## src/rtl/pipeline_processor_core_if.sv

```systemverilog
// Result bus of the pipeline core: the most recent non-r0 write-back value.
interface pipeline_processor_core_if #(
    parameter int unsigned DATA_W = 32
);
    logic [DATA_W-1:0] result;

    modport master (output result);
    modport slave  (input  result);
endinterface

```

## src/rtl/pipeline_processor_core.sv

```systemverilog
// Four-stage in-order core (IF, ID, EX, WB) running a fixed ROM program on an
// 8-entry register file; the last register write-back is exposed on the bus.
module pipeline_processor_core #(
    parameter int unsigned DATA_W    = 32,
    parameter int unsigned ROM_DEPTH = 16,
    parameter logic [16*ROM_DEPTH-1:0] ROM_IMAGE = {
        {(16*(ROM_DEPTH-7)){1'b0}},
        16'h4E50,   // 6 OR   r7,r1,r2
        16'h3CD0,   // 5 AND  r6,r3,r2
        16'h5AD0,   // 4 XOR  r5,r3,r2
        16'h28C8,   // 3 SUB  r4,r3,r1
        16'h1650,   // 2 ADD  r3,r1,r2
        16'h640A,   // 1 ADDI r2,r0,10
        16'h6205    // 0 ADDI r1,r0,5
    }
) (
    input  logic                       clk,
    input  logic                       reset,
    pipeline_processor_core_if.master  bus
);
    localparam int unsigned PC_W = (ROM_DEPTH > 1) ? $clog2(ROM_DEPTH) : 1;

    typedef enum logic [2:0] {
        ALU_NOP, ALU_ADD, ALU_SUB, ALU_AND, ALU_OR, ALU_XOR, ALU_ADDI
    } alu_op_e;

    logic [PC_W-1:0]   pc_q,        pc_d;
    logic [15:0]       ifid_instr_q, ifid_instr_d;
    alu_op_e           idex_op_q,   idex_op_d;
    logic [2:0]        idex_rd_q,   idex_rd_d;
    logic [2:0]        idex_rs1_q,  idex_rs1_d;
    logic [2:0]        idex_rs2_q,  idex_rs2_d;
    logic [DATA_W-1:0] idex_a_q,    idex_a_d;
    logic [DATA_W-1:0] idex_b_q,    idex_b_d;
    logic [DATA_W-1:0] idex_imm_q,  idex_imm_d;
    logic              wb_we_q,     wb_we_d;
    logic [2:0]        wb_rd_q,     wb_rd_d;
    logic [DATA_W-1:0] wb_val_q,    wb_val_d;
    logic [DATA_W-1:0] result_q;
    logic [DATA_W-1:0] regs_q [8];

    logic [2:0]        id_rs1, id_rs2;
    logic [DATA_W-1:0] ex_a, ex_b;

    always_comb begin
        pc_d         = (pc_q == PC_W'(ROM_DEPTH - 1)) ? '0 : pc_q + PC_W'(1);
        ifid_instr_d = ROM_IMAGE[16*int'(pc_q) +: 16];

        case (ifid_instr_q[15:12])
            4'd1:    idex_op_d = ALU_ADD;
            4'd2:    idex_op_d = ALU_SUB;
            4'd3:    idex_op_d = ALU_AND;
            4'd4:    idex_op_d = ALU_OR;
            4'd5:    idex_op_d = ALU_XOR;
            4'd6:    idex_op_d = ALU_ADDI;
            default: idex_op_d = ALU_NOP;
        endcase
        id_rs1     = ifid_instr_q[8:6];
        id_rs2     = ifid_instr_q[5:3];
        idex_rd_d  = ifid_instr_q[11:9];
        idex_rs1_d = id_rs1;
        idex_rs2_d = id_rs2;
        idex_imm_d = {{(DATA_W-6){ifid_instr_q[5]}}, ifid_instr_q[5:0]};

        // Register read with bypass of the write retiring on this same edge.
        if (id_rs1 == 3'd0)                        idex_a_d = '0;
        else if (wb_we_q && (wb_rd_q == id_rs1))   idex_a_d = wb_val_q;
        else                                       idex_a_d = regs_q[id_rs1];
        if (id_rs2 == 3'd0)                        idex_b_d = '0;
        else if (wb_we_q && (wb_rd_q == id_rs2))   idex_b_d = wb_val_q;
        else                                       idex_b_d = regs_q[id_rs2];

        // wb_we_q implies wb_rd_q != 0, so r0 sources never match a forward.
        ex_a = (wb_we_q && (wb_rd_q == idex_rs1_q)) ? wb_val_q : idex_a_q;
        ex_b = (wb_we_q && (wb_rd_q == idex_rs2_q)) ? wb_val_q : idex_b_q;
        if (idex_op_q == ALU_ADDI) ex_b = idex_imm_q;

        case (idex_op_q)
            ALU_ADD, ALU_ADDI: wb_val_d = ex_a + ex_b;
            ALU_SUB:           wb_val_d = ex_a - ex_b;
            ALU_AND:           wb_val_d = ex_a & ex_b;
            ALU_OR:            wb_val_d = ex_a | ex_b;
            ALU_XOR:           wb_val_d = ex_a ^ ex_b;
            default:           wb_val_d = '0;
        endcase
        wb_we_d = (idex_op_q != ALU_NOP) && (idex_rd_q != 3'd0);
        wb_rd_d = idex_rd_q;
    end

    always_ff @(posedge clk or negedge reset) begin
        if (!reset) begin
            pc_q         <= '0;
            ifid_instr_q <= '0;
            idex_op_q    <= ALU_NOP;
            idex_rd_q    <= '0;
            idex_rs1_q   <= '0;
            idex_rs2_q   <= '0;
            idex_a_q     <= '0;
            idex_b_q     <= '0;
            idex_imm_q   <= '0;
            wb_we_q      <= 1'b0;
            wb_rd_q      <= '0;
            wb_val_q     <= '0;
            result_q     <= '0;
            for (int unsigned i = 0; i < 8; i++) regs_q[i] <= '0;
        end else begin
            pc_q         <= pc_d;
            ifid_instr_q <= ifid_instr_d;
            idex_op_q    <= idex_op_d;
            idex_rd_q    <= idex_rd_d;
            idex_rs1_q   <= idex_rs1_d;
            idex_rs2_q   <= idex_rs2_d;
            idex_a_q     <= idex_a_d;
            idex_b_q     <= idex_b_d;
            idex_imm_q   <= idex_imm_d;
            wb_we_q      <= wb_we_d;
            wb_rd_q      <= wb_rd_d;
            wb_val_q     <= wb_val_d;
            if (wb_we_q) begin
                regs_q[wb_rd_q] <= wb_val_q;
                result_q        <= wb_val_q;
            end
        end
    end

    assign bus.result = result_q;
endmodule

```

## src/flat_wrapper.sv

```systemverilog
// flat-port wrapper written by rule: the top's interface ports become plain ports
module pipeline_processor_core_flat 
#(
    parameter int unsigned DATA_W    = 32,
    parameter int unsigned ROM_DEPTH = 16,
    parameter logic [16*ROM_DEPTH-1:0] ROM_IMAGE = {
        {(16*(ROM_DEPTH-7)){1'b0}},
        16'h4E50,                     
        16'h3CD0,                     
        16'h5AD0,                     
        16'h28C8,                     
        16'h1650,                     
        16'h640A,                     
        16'h6205                     
    }
)
  (clk, reset, bus_result);
  pipeline_processor_core_if #(.DATA_W(DATA_W)) bus_i ();
  input  logic clk;
  input  logic reset;
  output wire logic [$bits(bus_i.result)-1:0] bus_result;
  assign bus_result = bus_i.result;
  pipeline_processor_core #(.DATA_W(DATA_W), .ROM_DEPTH(ROM_DEPTH), .ROM_IMAGE(ROM_IMAGE)) u_core (.clk(clk), .reset(reset), .bus(bus_i));
endmodule
```

## config.mk

```make
export PLATFORM = sky130hd
export DESIGN_NAME = pipeline_processor_core_flat
export DESIGN_NICKNAME = d
export VERILOG_FILES = /design/src/rtl/pipeline_processor_core_if.sv /design/src/rtl/pipeline_processor_core.sv /design/src/flat_wrapper.sv
export SDC_FILE = /design/constraint.sdc
export NUM_CORES = 1
export LEC_CHECK = 0
export BUFFER_PORTS_ARGS = -buffer_cell sky130_fd_sc_hd__clkbuf_2
export CORE_ASPECT_RATIO = 1.2
export CORE_UTILIZATION = 30
export DETAILED_ROUTE_END_ITERATION = 10
export PLACE_DENSITY_LB_ADDON = 0.08
export SLEW_MARGIN = 15
export SYNTH_ARGS = -nofsm -noshare
export SYNTH_HDL_FRONTEND = slang
export SYNTH_SLANG_ARGS = --single-unit
```

## constraint.sdc

```tcl
create_clock -name clk -period 5.89 [get_ports clk]
set_input_delay 0.2945 -clock clk [delete_from_list [all_inputs] [get_ports clk]]
set_output_delay 0.2945 -clock clk [all_outputs]
set_load 0.01 [all_outputs]
```

# [After elaboration in Yosys (flattened, before gate mapping)]
# Cells that the tools add are included.
[word_totals] word_cells=82 output_inout_bits=32 ff_bits=426
[op_classes] shifts=1 reduce_logical=11 n_eq_ne=17 n_mux=19 n_addsub=3 bitwise=6 order_cmp=4
[op_table] operator="$mux 32" count=12
[op_table] operator="$bwmux 256" count=1
[op_table] operator="$shiftx 256x9->16 const A" count=1
[op_table] operator="$bmux 32 s3" count=2
[op_table] operator="$pmux 32 s5" count=1
[op_table] operator="$demux 32 s3" count=1
[op_table] operator="$add 32x32->32" count=1
[op_table] operator="$and 32x32->32" count=1
[op_table] operator="$or 32x32->32" count=1
[op_table] operator="$sub 32x32->32" count=1
[op_table] operator="$xor 32x32->32" count=1
[op_table] operator="$pmux 3 s6" count=1
[op_table] operator="$eq 3x3->1" count=4
[op_table] operator="$eq 4x3->1 const B" count=3
[op_table] operator="$ge 4x4->1 const B" count=3
[op_table] operator="$not 3->4" count=3
[op_table] operator="$eq 3x3->1 const B" count=3
[op_table] operator="$eq 4x2->1 const B" count=2
[op_table] operator="$eq 3x2->1 const B" count=2
[op_table] operator="$logic_and 1x1->1" count=6
[op_table] operator="$logic_not 3->1" count=2
[op_table] operator="$reduce_bool 3->1" count=2
[op_table] operator="$add 4x1->4 const B" count=1
[op_table] operator="$eq 4x1->1 const B" count=1
[op_table] operator="other kinds (5)" count=5

# [Longest topological paths before layout]
# Gate-level depths: netlist (run 1).
[depth] word_depth=6 ltp_mapped=21 depth_no_buf=19

# [Least setup slack after synthesis (run 1)]
# No wires, ideal clock.
[synth_path] path_kind="reg2reg" start="reg u_core.wb_rd_q[0]" end="reg u_core.wb_val_q[27]" setup_time_ps=136 synth_period_minus_slack_ps=4665 setup_slack_ps=1225 path_buffers=4 arrival_time_ps=4529 stages_incl_launch_ff=20 cell_sequence="dfrtp_1 > buf_4 > xnor2_2 > nand3_2 > clkbuf_1 > buf_1 > clkbuf_1 > nand2_1 > a21oi_1 > xnor2_1 > ha_1 > a211o_1 > a21oi_1 > o21ai_0 > o311ai_0 > o211ai_1 > a221o_1 > a21oi_1 > xor2_1 > o21ai_0"
[synth_between] elab_chain_cells=6 word_cells_on_any_way=13 cone_classes="add/sub (2); eq/ne (2); mux (4); bitwise (3); reduce/logical (2)"
[synth_lines] item="start: declaration" line_no="pipeline_processor_core.sv:37" text="logic [2:0] wb_rd_q, wb_rd_d;"
[synth_lines] item="start signal: assignment" line_no="pipeline_processor_core.sv:117" text="wb_rd_q <= wb_rd_d;"
[synth_lines] item="$eq 3x3->1" line_no="pipeline_processor_core.sv:75" text="ex_b = (wb_we_q && (wb_rd_q == idex_rs2_q)) ? wb_val_q : idex_b_q;"
[synth_lines] item="$logic_and 1x1->1" line_no="pipeline_processor_core.sv:75"
[synth_lines] item="$mux 32" line_no="pipeline_processor_core.sv:75"
[synth_lines] item="$mux 32" line_no="pipeline_processor_core.sv:76" text="if (idex_op_q == ALU_ADDI) ex_b = idex_imm_q;"
[synth_lines] item="$sub 32x32->32, or another cell as far along" line_no="pipeline_processor_core.sv:80" text="ALU_SUB: wb_val_d = ex_a - ex_b;"
[synth_lines] item="$pmux 32 s5 (*)" line_no="pipeline_processor_core.sv:78" text="case (idex_op_q)"
[synth_lines] item="via u_core.wb_val_d[27]" line_no="pipeline_processor_core.sv:38" text="logic [DATA_W-1:0] wb_val_q, wb_val_d;"
[synth_lines] item="end signal: assignment" line_no="pipeline_processor_core.sv:118" text="wb_val_q <= wb_val_d;"
[synth_lines] item="end: declaration" line_no="pipeline_processor_core.sv:38"
# The timed path passes the listed nets; every way through them passes the cells marked *.
# A chain may end at the register's enable or synchronous reset.

# [Worst setup path in the final report (run 1)]
[layout_path] start="reg u_core.wb_rd_q[1]" end="reg u_core.wb_val_q[27]"
# The elaborated chain is that of the path after synthesis.

==> summary.md, run 1 <==
| Metric | Value |
|---|---|
| Number of global-route vias before repair | 12867 |
| Ys flop type | dfrtp_1 |
| Share of layout cells above drive strength 1 | 23.9% |
| Synth cell types | 68 |
| Hold crit path type | flip-flop to flip-flop |
| Post-DRT Antenna Nets | 0 |
| Num rows | 95 |
| Finished Layout Cells | 2334 |
| Synthesis Warnings | 0 |
| Root Buffer | clkbuf_16 |
| Crit start category | flip-flop |
| Synth Area in Adders | 7.53% |
| Status | finished, violations left |
| Failing checks | DRC |
| Leak Pwr | 8.96 nW |
| Routed vias | 12036 |
| Synth Area in XOR/XNOR | 3.79% |
| Final hold vios | 0 |
| PortBufs | 33 |
| Initial Util | 30.5% |
| Number of buffers created by CTS | 36 |
| Buf/Inv on CP | 3 |
| Total negative slack | 0 ns |
| Top delay family on crit path | compound AO/OA/AOI/OAI gates |
| Setup violators final | 0 |
| Post-cts resize count | 0 |
| FF+latch count, synth | 288 |
| Core Footprint | 56300 sq um |
| Crit path largest cell delay | 0.57 ns |
| DRC viols | 2 |
| Initial antenna violation count | 1 |
| Max-slew violations | 0 |
| Initial detailed-routing violation count | 531 |
| Compound-gate portion of the synthesized area | a little under an eighth |
| Clock tree buffer depth | 3 |
| RSZ-0062 raised after global routing | no |
| Pin count of the biggest net entering global routing | about 110 |
| Post-synthesis sequential area ratio | 41.9% |
| Simple-gate share of the synthesized area | a little under a tenth |
| Syn Area/Cell | 10.8 sq um |
| IO Pins | 34 |
| Placer congestion estimate | 0.848 |
| Worst-Margin Slew | 1.04 ns |
| WP data required | roughly 6.3 ns |
| Post-DP HPWL | ~34 mm |
| CTS Sinks | 288 |
| GR Overflow Total | 0 |
| Cell Chain, Critical Path | xnor2_2, nand3_2, buf_4, a311oi_1, nand4b_1, buf_4, nor2_1, nor2_1, xnor2_1, ha_1, a211o_1, a21oi_1, o21ai_0, o311ai_0, buf_4, o211ai_1, a221o_1, a21oi_1, xor2_1, o21ai_0 |
| Crit Path Category | flip-flop to flip-flop |
| Largest family of logic cells by synthesized area | multiplexers |
| CTS tree | built |
| Worst vdd ir | 0.147 mV |
| Clk slew on worst S/H paths | 0.06 ns |
| Mux contribution to synthesized area | between 20% and 30% |
| Number of H-tree levels | 2 |
| Synth top area cells | dfrtp_1 (42%), mux2_2 (10%), mux4_2 (8.4%) |
| Dpl cells | around 2300 |
| Crit path max-delay cell type | dfrtp_1 |
| Synth async-reset ratio | 100% |
| Worst skew pair latency | 0.56 ns |
| Synthesized area | 17200 sq um |
| Crit path DAT | 5.74 ns |
| CP max FO | 25 |
| DIE AREA | between 50000 and 60000 sq um |
| Tcrit/Tclk final | 90.2% |
| Pwr dens | between 200 and 250 nW/um^2 |
| Number of synthesized flops with an enable pin | 0 |
| Horiz. Die Dim | between 200 and 250 um |
| Clock Skews | roughly 0.015 ns |
| P&R area growth vs syn | 12.4% |
| GRT Util Overall | 18.6% |
| Yosys top cell area share | 41.9% |
| Synth area leader | dfrtp_1 |
| Tmin final | 5.31 ns |
| Slew margin rel. | 30.3% |
| Cells after Synth | 1597 |
| Fmax | 188 MHz |
| DR WL/cell | 22.5 um |
| First-pass GRT wire length | 81.4 mm |
| Die Span Y | 264 um |
| Critical path's most frequent cell | buf_4 |
| Max Cap Viol | 0 |
| WL final | 52.5 mm |
| Synthesized Nets | 1702 |
| Avg Vias per Cell | a little over 5 |
| Crit. End Element | flip-flop |
| Antenna diodes | 0 |
| Nets | between 1500 and 2000 |
| Drt first pass iters | 7 |
## Yosys cell counts, types with 5 or more instances
cell type	n
xnor2_1	52
nand2_1	234
nand2b_1	8
and2_1	5
xor2_1	15
nand4_1	6
a21boi_0	5
mux2_2	160
o211ai_1	5
a21oi_1	125
a21o_1	18
a31oi_1	13
o31ai_1	8
o311ai_0	6
o21ai_0	23
a211oi_1	5
nor3_1	19
buf_1	18
o221ai_1	29
inv_1	77
mux2i_1	42
nor2b_1	5
ha_1	102
clkbuf_1	103
mux4_2	64
nor2_1	47
dfrtp_1	288
or3_1	7
and3_1	5
a22o_1	31
or2_2	8
nand3_1	8
## power by group
| group | switching, W | internal [W] | total, W |
|---|---|---|---|
| sequential | 0 | 0.00198 | 0.00198 |
| clock | 0.000896 | 0.00133 | 0.00223 |
| combinational | 0.0000408 | 0.00000300 | 0.0000438 |
| total | 0.000937 | 0.00332 | 0.00425 |
## worst paths after layout
path	from	to	slack, ns	cells past startpoint
max	u_core.wb_rd_q[1]$_DFF_PN0_	u_core.wb_val_q[27]$_DFF_PN0_	0.58	20
min	u_core.ifid_instr_q[10]$_DFF_PN0_	u_core.idex_rd_q[1]$_DFF_PN0_	0.35	0
max reg2reg	u_core.wb_rd_q[1]$_DFF_PN0_	u_core.wb_val_q[27]$_DFF_PN0_	0.58	20
min reg2reg	u_core.ifid_instr_q[10]$_DFF_PN0_	u_core.idex_rd_q[1]$_DFF_PN0_	0.35	0
max in group asynchronous	reset	u_core.regs_q[251]$_DFFE_PN0P_	3.99	3
min in group asynchronous	reset	u_core.regs_q[239]$_DFFE_PN0P_	0.38	2
## layer usage
| metal | vias to the layer above | part of all wire [%] | wire length (um) | GRT usage (%) |
|---|---|---|---|---|
| met5 | - | 0.023 | 12 | 0 |
| met4 | 2 | 2.9 | 1510 | 5.79 |
| met3 | 89 | 3.4 | 1770 | 2.95 |
| met2 | 192 | 48 | 25100 | 30.5 |
| met1 | 6109 | 46 | 24100 | 25.1 |
| li1 | 5644 | - | - | - |
## timing repair
item,CTS,global route
endpoints found under the setup margin,0,1
hold endpoints to repair,103,0
hold buffers,1,0
buffers inserted,0,2
## stage by stage
stage          util [%]  setup WS, ns  power, W  cell area, sq um  hold WS, ns
3_5_place_dp       32.2         0.396   0.00206             18200        0.335
3_3_place_gp       32.2         0.436   0.00206             18100        0.336
4_1_cts            34.3         0.381   0.00434             19300        0.348
2_1_floorplan         -          1.22   0.00202             17200     -0.00109
6_report           34.3         0.578   0.00425             19300        0.347
5_1_grt            34.3         0.164   0.00441             19300        0.355
## cells by family after synthesis
logic type | count (synthesis)
fa+ha+maj | 103
xor+xnor | 71
flops | 288
mux | 266
simple gates | 370
buf+inv | 206
compound gates | 293
## sequential cells by signal, indices dropped and copies added (netlist names), 4 cells and up
signal	cells
u_core.bus.result	32
u_core.idex_a_q	32
u_core.idex_b_q	32
u_core.ifid_instr_q	12
u_core.pc_q	4
u_core.regs_q	128
u_core.wb_val_q	32
## cells in the final DEF, fill, tap and decap left out, drive strengths merged, types with 6 or more instances in the layout
master / netlist / layout
a21boi: 6 / 6
nand4: 6 / 6
a22o: 31 / 31
or2: 10 / 10
o311ai: 8 / 8
mux2i: 42 / 42
inv: 77 / 79
a31oi: 13 / 13
o221ai: 29 / 29
o211ai: 6 / 6
nand2: 234 / 234
nor3: 20 / 20
mux4: 64 / 64
dfrtp: 288 / 288
o31ai: 8 / 8
buf: 26 / 43
a21oi: 125 / 125
clkbuf: 103 / 90
a21o: 18 / 18
nand3: 9 / 9
mux2: 160 / 160
xnor2: 54 / 54
nor2: 47 / 47
nand2b: 8 / 8
ha: 102 / 102
xor2: 17 / 17
or3: 7 / 7
o21ai: 25 / 25
## cell type report
type | instances | area, sq um
well taps | 727 | 910
clock buffers | 58 | 1070
fillers | 5735 | 37000
clock inverters | 5 | 82.6
repair buffers | 76 | 500
inverters | 77 | 289
multi-input cells | 1103 | 9260
flip-flops and latches | 288 | 7210
(Power assumes the default switching activity.)
==> run 2: changes to the inputs <==
==> constraint.sdc (replaced) <==
create_clock -name clk -period 5.89 [get_ports clk]
set_input_delay 1.4725 -clock clk [delete_from_list [all_inputs] [get_ports clk]]
set_output_delay 1.4725 -clock clk [all_outputs]
set_load 0.01 [all_outputs]
==> summary.md, run 2 (synthesis gave the netlist of run 1 again) <==
| Metric | Value |
|---|---|
| Number of global-route vias before repair | 12819 (was 12867) |
| Total negative slack | 0 ns (unchanged) |
| Number of H-tree levels | 2 (unchanged) |
| Clock network power share | 52.6% (was 52.4%) |
| Reg2Reg Depth | 20 (unchanged) |
| Final setup margin | 0.590 ns (was 0.578 ns) |
| Clock tree buffer depth | 3 (unchanged) |
| Internal power | 0.00335 W (was 0.00332 W) |
| Buf/Inv on CP | 2 (was 3) |
| Crit Path Category | flip-flop to flip-flop (unchanged) |
| WP data required | 6.29 ns (was 6.31 ns) |
| Pwr dens | 221 nW/um^2 (was 220 nW/um^2) |
| GRT Util Overall | 18.2% (was 18.6%) |
| Hold-fix buffers, CTS | 0 (was 1) |
| Multi-input combinational cell area | 9260 sq um (about the same) |
| DIE AREA | 58300 sq um (unchanged) |
| Routed vias | 12107 (was 12036) |
| P_sw | 0.000924 W (was 0.000937 W) |
| Leading cell type in the layout, fill and taps excluded | dfrtp_1 (unchanged) |
| RSZ-0062 raised after global routing | no (unchanged) |
| Worst-Margin Slew | 1.06 ns (was 1.04 ns) |
| Crit path DAT | 5.70 ns (was 5.74 ns) |
| Worst vdd ir | 0.150 mV (was 0.147 mV) |
| Crit path largest cell delay | 0.64 ns (was 0.57 ns) |
| Drt first pass iters | 8 (was 7) |
| Cell Chain, Critical Path | xor2_2, o311ai_1, o211ai_1, inv_1, ha_1, nand4b_1, nor2_1, nor2_1, xnor2_1, ha_1, a211o_1, a21oi_1, o21ai_0, o311ai_0, buf_4, o211ai_1, a221o_1, a21oi_1, xor2_1, o21ai_0 (was xnor2_2, nand3_2, buf_4, a311oi_1, nand4b_1, buf_4, nor2_1, nor2_1, xnor2_1, ha_1, a211o_1, a21oi_1, o21ai_0, o311ai_0, buf_4, o211ai_1, a221o_1, a21oi_1, xor2_1, o21ai_0) |
| Status | finished, violations left (unchanged) |
| Register share of total power | 46.4% (was 46.5%) |
| Place WS | 0.590 ns (was 0.396 ns) |
| IO Pins | 34 (unchanged) |
| Clock Skews | 0.0187 ns (was 0.0154 ns) |
| Root Buffer | clkbuf_16 (unchanged) |
| CP Depth | 20 (unchanged) |
| Avg Vias per Cell | 5.19 (was 5.16) |
| Share of layout cells above drive strength 1 | 24.2% (was 23.9%) |
| Tcrit/Tclk final | 90.0% (was 90.2%) |
| Crit start category | flip-flop (unchanged) |
| Pin count of the biggest net entering global routing | 95 (was 108) |
| Horiz. Die Dim | 221 um (unchanged) |
| Post-cts resize count | 0 (unchanged) |
| Largest Register | u_core.regs_q (unchanged) |
| Reg area | 7210 sq um (unchanged) |
| Final hold vios | 0 (unchanged) |
| CTS Sinks | 288 (unchanged) |
| Slew margin rel. | 28.7% (was 30.3%) |
| Number of buffers created by CTS | 37 (was 36) |
| Switching portion of total power | 21.6% (was 22.0%) |
| Antenna diodes | 0 (unchanged) |
| Worst hold path cell count | 0 (unchanged) |
| CP max FO | 9 (was 25) |
| WL final | 51.6 mm (was 52.5 mm) |
| Crit path max-delay cell type | dfrtp_1 (unchanged) |
| Failing checks | DRC (unchanged) |
| CTS tree | built (unchanged) |
| Die Span Y | 264 um (unchanged) |
| Post-DRT Antenna Nets | 0 (unchanged) |
| Top delay family on crit path | compound AO/OA/AOI/OAI gates (unchanged) |
| Tmin final | 5.30 ns (was 5.31 ns) |
| PortBufs | 33 (unchanged) |
| Post-CTS setup repair buffer count | 0 (unchanged) |
| DRC viols | 2 (unchanged) |
| Nets | 1685 (was 1687) |
| Initial detailed-routing violation count | 595 (was 531) |
| Initial Util | 30.5% (unchanged) |
| Combinational power share | 1.0% (about the same) |
| First-pass GRT wire length | 79.9 mm (was 81.4 mm) |
| Clk slew on worst S/H paths | 0.06 ns (about the same) |
| Most frequent cells in the layout | dfrtp_1 (283), nand2_1 (234), mux2_2 (160) (unchanged) |
| Core Footprint | 56300 sq um (unchanged) |
| Num rows | 95 (unchanged) |
| Leak Pwr | 8.98 nW (was 8.96 nW) |
| Max FFs per register | 128 (unchanged) |
| Max Cap Viol | 0 (unchanged) |
| Fillcell total | 5673 (was 5735) |
| Hold crit path type | flip-flop to flip-flop (unchanged) |
| P&R area growth vs syn | 12.5% (was 12.4%) |
| Fmax | 189 MHz (was 188 MHz) |
| Placer congestion estimate | 0.825 (was 0.848) |
| DR WL/cell | 22.1 um (was 22.5 um) |
| Crit. End Element | flip-flop (unchanged) |
| GR Overflow Total | 0 (unchanged) |
| Worst skew pair latency | 0.55 ns (was 0.56 ns) |
| Initial antenna violation count | 0 (was 1) |
| Max-slew violations | 0 (unchanged) |
| Setup violators final | 0 (unchanged) |
| Post-DP HPWL | 33.4 mm (was 34.0 mm) |
-- run 2: changes by cell type in the layout (fill, tap and decap cells not counted), sizes merged --
cell,delta
buf,-2
clkbuf,-3
clkinv,+5
dlygate4sd3,-1
inv,-2
-- run 2: power groups by stage --
stage | clock network (W) | registers (W) | logic [W]
floorplan | 0 | 0.00202 | 0.00000000426
global placement | 0 | 0.00201 | 0.0000480
detailed placement | 0 | 0.00201 | 0.0000481
CTS | 0.00233 | 0.00198 | 0.0000483
global route | 0.00241 | 0.00198 | 0.0000534
finish | 0.00225 | 0.00198 | 0.0000440
-- run 2: worst register-to-register path, stage by stage, from the launching register on --
cell and delay (ns):
dfrtp_1 0.64, xor2_2 0.26, o311ai_1 0.32, o211ai_1 0.21
inv_1 0.16, ha_1 0.26, nand4b_1 0.44, nor2_1 0.23
nor2_1 0.07, xnor2_1 0.13, ha_1 0.37, a211o_1 0.31
a21oi_1 0.10, o21ai_0 0.11, o311ai_0 0.42, buf_4 0.23
o211ai_1 0.17, a221o_1 0.34, a21oi_1 0.18, xor2_1 0.15
o21ai_0 0.08
-- run 2: per-stage QoR --
| step | hold slack [ns] | instances | util (%) | total power [W] | area [sq um] |
|---|---|---|---|---|---|
| after detailed placement | 0.338 | 2268 | 32.2 | 0.00206 | 18200 |
| after global routing | 0.355 | 2331 | 34.4 | 0.00444 | 19400 |
| after CTS | 0.349 | 2331 | 34.4 | 0.00436 | 19400 |
| final | 0.346 | 2331 | 34.4 | 0.00427 | 19400 |
| after global placement | 0.336 | 2268 | 32.2 | 0.00206 | 18200 |
| after floorplan | 0.331 | 1597 | - | 0.00202 | 17200 |
-- run 2: per-layer routing --
layer | wire (um) | global-route usage (%)
met5 | 0 | 0
met3 | 1660 | 2.63
met1 | 24100 | 24.8
met4 | 1530 | 5.79
met2 | 24300 | 29.4
-- run 2: area by class of cell --
class                   instances  area share, %
clock inverters                 8          0.485
flip-flops and latches        288           37.3
clock buffers                  55           5.65
multi-input cells            1103           47.8
well taps                     727           4.70
repair buffers                 73           2.59
inverters                      77           1.49
-- run 2: path summary, 6_finish.rpt --
path                                                    from                                end  slack (ns)
max                              u_core.wb_rd_q[1]$_DFF_PN0_      u_core.wb_val_q[27]$_DFF_PN0_        0.59
min                        u_core.ifid_instr_q[11]$_DFF_PN0_      u_core.idex_rd_q[2]$_DFF_PN0_        0.35
max reg2reg                      u_core.wb_rd_q[1]$_DFF_PN0_      u_core.wb_val_q[27]$_DFF_PN0_        0.59
min reg2reg                u_core.ifid_instr_q[11]$_DFF_PN0_      u_core.idex_rd_q[2]$_DFF_PN0_        0.35
max in group asynchronous                              reset           u_core.wb_we_q$_DFF_PN0_        3.96
min in group asynchronous                              reset  u_core.bus.result[17]$_DFFE_PN0P_        0.87
==> run 3: changes to the inputs <==
--- a/config.mk
+++ b/config.mk
@@ -12,3 +12,2 @@
 export PLACE_DENSITY_LB_ADDON = 0.08
-export SLEW_MARGIN = 15
 export SYNTH_ARGS = -nofsm -noshare
==> constraint.sdc (replaced) <==
create_clock -name clk -period 5.89 [get_ports clk]
set_input_delay 0.8835 -clock clk [delete_from_list [all_inputs] [get_ports clk]]
set_output_delay 0.8835 -clock clk [all_outputs]
set_load 0.01 [all_outputs]
==> summary.md, run 3 (synthesis gave the netlist of run 1 again) <==
| Metric | Value |
|---|---|
| Status | finished, violations left (unchanged) |
| Failing checks | DRC (unchanged) |
| RSZ-0062 raised after global routing | no (unchanged) |
| Root Buffer | clkbuf_16 (unchanged) |
| Hold crit path type | input pin to async pin (was flip-flop to flip-flop) |
| Avg Vias per Cell | 5.20 (was 5.19) |
| Max-slew violations | 0 (unchanged) |
| Setup violators final | 0 (unchanged) |
| Power, Total | 0.00436 W (was 0.00427 W) |
| Final hold slack | 0.294 ns (was 0.346 ns) |
| WL final | 52.1 mm (was 51.6 mm) |
| DIE AREA | 58300 sq um (unchanged) |
| IO Pins | 34 (unchanged) |
| GR Overflow Total | 0 (unchanged) |
| Num rows | 95 (unchanged) |
| Reg2reg end | u_core.wb_val_q[27]$_DFF_PN0_ (unchanged) |
| Fmax | 189 MHz (about the same) |
| Routed vias | 12145 (was 12107) |
| DR WL/cell | 22.3 um (was 22.1 um) |
| Largest Register | u_core.regs_q (unchanged) |
| Clock Skews | 0.0146 ns (was 0.0187 ns) |
| GRT Util Overall | 18.6% (was 18.2%) |
| Final Util | 34.5% (was 34.4%) |
| Crit path DAT | 5.71 ns (was 5.70 ns) |
| Antenna diodes | 0 (unchanged) |
| Total negative slack | 0 ns (unchanged) |
| Tmin final | 5.29 ns (was 5.30 ns) |
| Initial Util | 30.5% (unchanged) |
| Worst skew pair latency | 0.56 ns (was 0.55 ns) |
| P&R area growth vs syn | 12.8% (was 12.5%) |
| First-pass GRT wire length | 81.6 mm (was 79.9 mm) |
| Post-DRT Antenna Nets | 0 (unchanged) |
| Hold-fix buffers, CTS | 0 (unchanged) |
| Clock tree buffer depth | 3 (unchanged) |
| Max FFs per register | 128 (unchanged) |
| Clk slew on worst S/H paths | 0.06 ns (about the same) |
| Place WS | 0.538 ns (was 0.590 ns) |
| Buf/Inv on CP | 2 (unchanged) |
| Crit Path Category | flip-flop to flip-flop (unchanged) |
| Initial detailed-routing violation count | 730 (was 595) |
| PortBufs | 33 (unchanged) |
| Share of layout cells above drive strength 1 | 24.5% (was 24.2%) |
| CTS tree | built (unchanged) |
| Number of global-route vias before repair | 12919 (was 12819) |
| Reg2Reg Setup Slack | 0.60 ns (was 0.59 ns) |
| Most frequent cells in the layout | dfrtp_1 (282), nand2_1 (234), mux2_2 (160) (was dfrtp_1 (283), nand2_1 (234), mux2_2 (160)) |
| Crit path max-delay cell type | dfrtp_1 (unchanged) |
| Drt first pass iters | 8 (unchanged) |
| Cell Chain, Critical Path | xor2_2, o311ai_1, o211ai_1, inv_1, ha_1, nand4b_1, nor2_1, nor2_1, xnor2_1, ha_1, a211o_1, a21oi_1, o21ai_0, o311ai_0, buf_4, o211ai_1, a221o_1, a21oi_1, xor2_1, o21ai_0 (unchanged) |
| Post-DP HPWL | 33.9 mm (was 33.4 mm) |
| Die Span Y | 264 um (unchanged) |
| Horiz. Die Dim | 221 um (unchanged) |
| CTS Sinks | 288 (unchanged) |
| Tcrit/Tclk final | 89.9% (was 90.0%) |
| Worst-Margin Slew | 0.977 ns (was 1.06 ns) |
| Crit start category | flip-flop (unchanged) |
| WP data required | 6.31 ns (was 6.29 ns) |
| Worst vdd ir | 0.155 mV (was 0.150 mV) |
| Crit. End Element | flip-flop (unchanged) |
| Pwr dens | 225 nW/um^2 (was 221 nW/um^2) |
| Final setup margin | 0.597 ns (was 0.590 ns) |
| FF-to-FF Start | u_core.wb_rd_q[1]$_DFF_PN0_ (unchanged) |
| Core Footprint | 56300 sq um (unchanged) |
| Reg2Reg Depth | 20 (unchanged) |
| Top delay family on crit path | compound AO/OA/AOI/OAI gates (unchanged) |
| Initial antenna violation count | 0 (unchanged) |
| Leak Pwr | 8.99 nW (was 8.98 nW) |
| Final hold vios | 0 (unchanged) |
| Crit path largest cell delay | 0.62 ns (was 0.64 ns) |
| Slew margin rel. | 34.5% (was 28.7%) |
| Max Cap Viol | 0 (unchanged) |
| Pin count of the biggest net entering global routing | 124 (was 95) |
| Placer congestion estimate | 0.838 (was 0.825) |
| DRC viols | 2 (unchanged) |
| CP max FO | 9 (unchanged) |
| Number of buffers created by CTS | 38 (was 37) |
| Nets | 1686 (was 1685) |
| Leading cell type in the layout, fill and taps excluded | dfrtp_1 (unchanged) |
| Worst setup path startpoint | u_core.wb_rd_q[1]$_DFF_PN0_ (unchanged) |
| Number of H-tree levels | 2 (unchanged) |
run 3: area by class of cell:
type / instances / area [sq um]
Fill cell: 5655 / 36900
Inverter: 77 / 289
Timing Repair Buffer: 73 / 488
Tap cell: 727 / 910
Sequential cell: 288 / 7210
Multi-Input combinational cell: 1103 / 9260
Clock buffer: 57 / 1160
Clock inverter: 12 / 103
run 3: power breakdown:
part	switching, W	total, W	internal (W)
Sequential	0	0.00198	0.00198
Combinational	0.0000397	0.0000428	0.00000314
Clock	0.000936	0.00234	0.00140
Total	0.000976	0.00436	0.00339
run 3: stage by stage:
stage / area, sq um / instances
5_1_grt: 19400 / 2337
4_1_cts: 19400 / 2337
2_1_floorplan: 17200 / 1597
3_5_place_dp: 18200 / 2268
3_3_place_gp: 18200 / 2268
6_report: 19400 / 2337
run 3: repair_timing:
| action | CTS | global route |
|---|---|---|
| setup buffers | 0 | 0 |
| resized for setup | 0 | 1 |
| setup endpoints to repair | 0 | 1 |
run 3: worst max-delay path by stage:
stage                                                to  slack, ns  cells after the start
after global routing      u_core.wb_val_q[27]$_DFF_PN0_      0.004                     20
final                     u_core.wb_val_q[27]$_DFF_PN0_       0.60                     20
after detailed placement  u_core.wb_val_q[27]$_DFF_PN0_       0.54                     20
after global placement    u_core.wb_val_q[27]$_DFF_PN0_       0.62                     20
after floorplan           u_core.wb_val_q[27]$_DFF_PN0_       1.22                     19
after CTS                 u_core.wb_val_q[27]$_DFF_PN0_       0.51                     20
run 3: per-layer routing:
layer	track usage [%]	wire length, um
met2	30.2	24800
met4	5.74	1420
met5	0	0
met3	3.44	2210
met1	25.0	23600
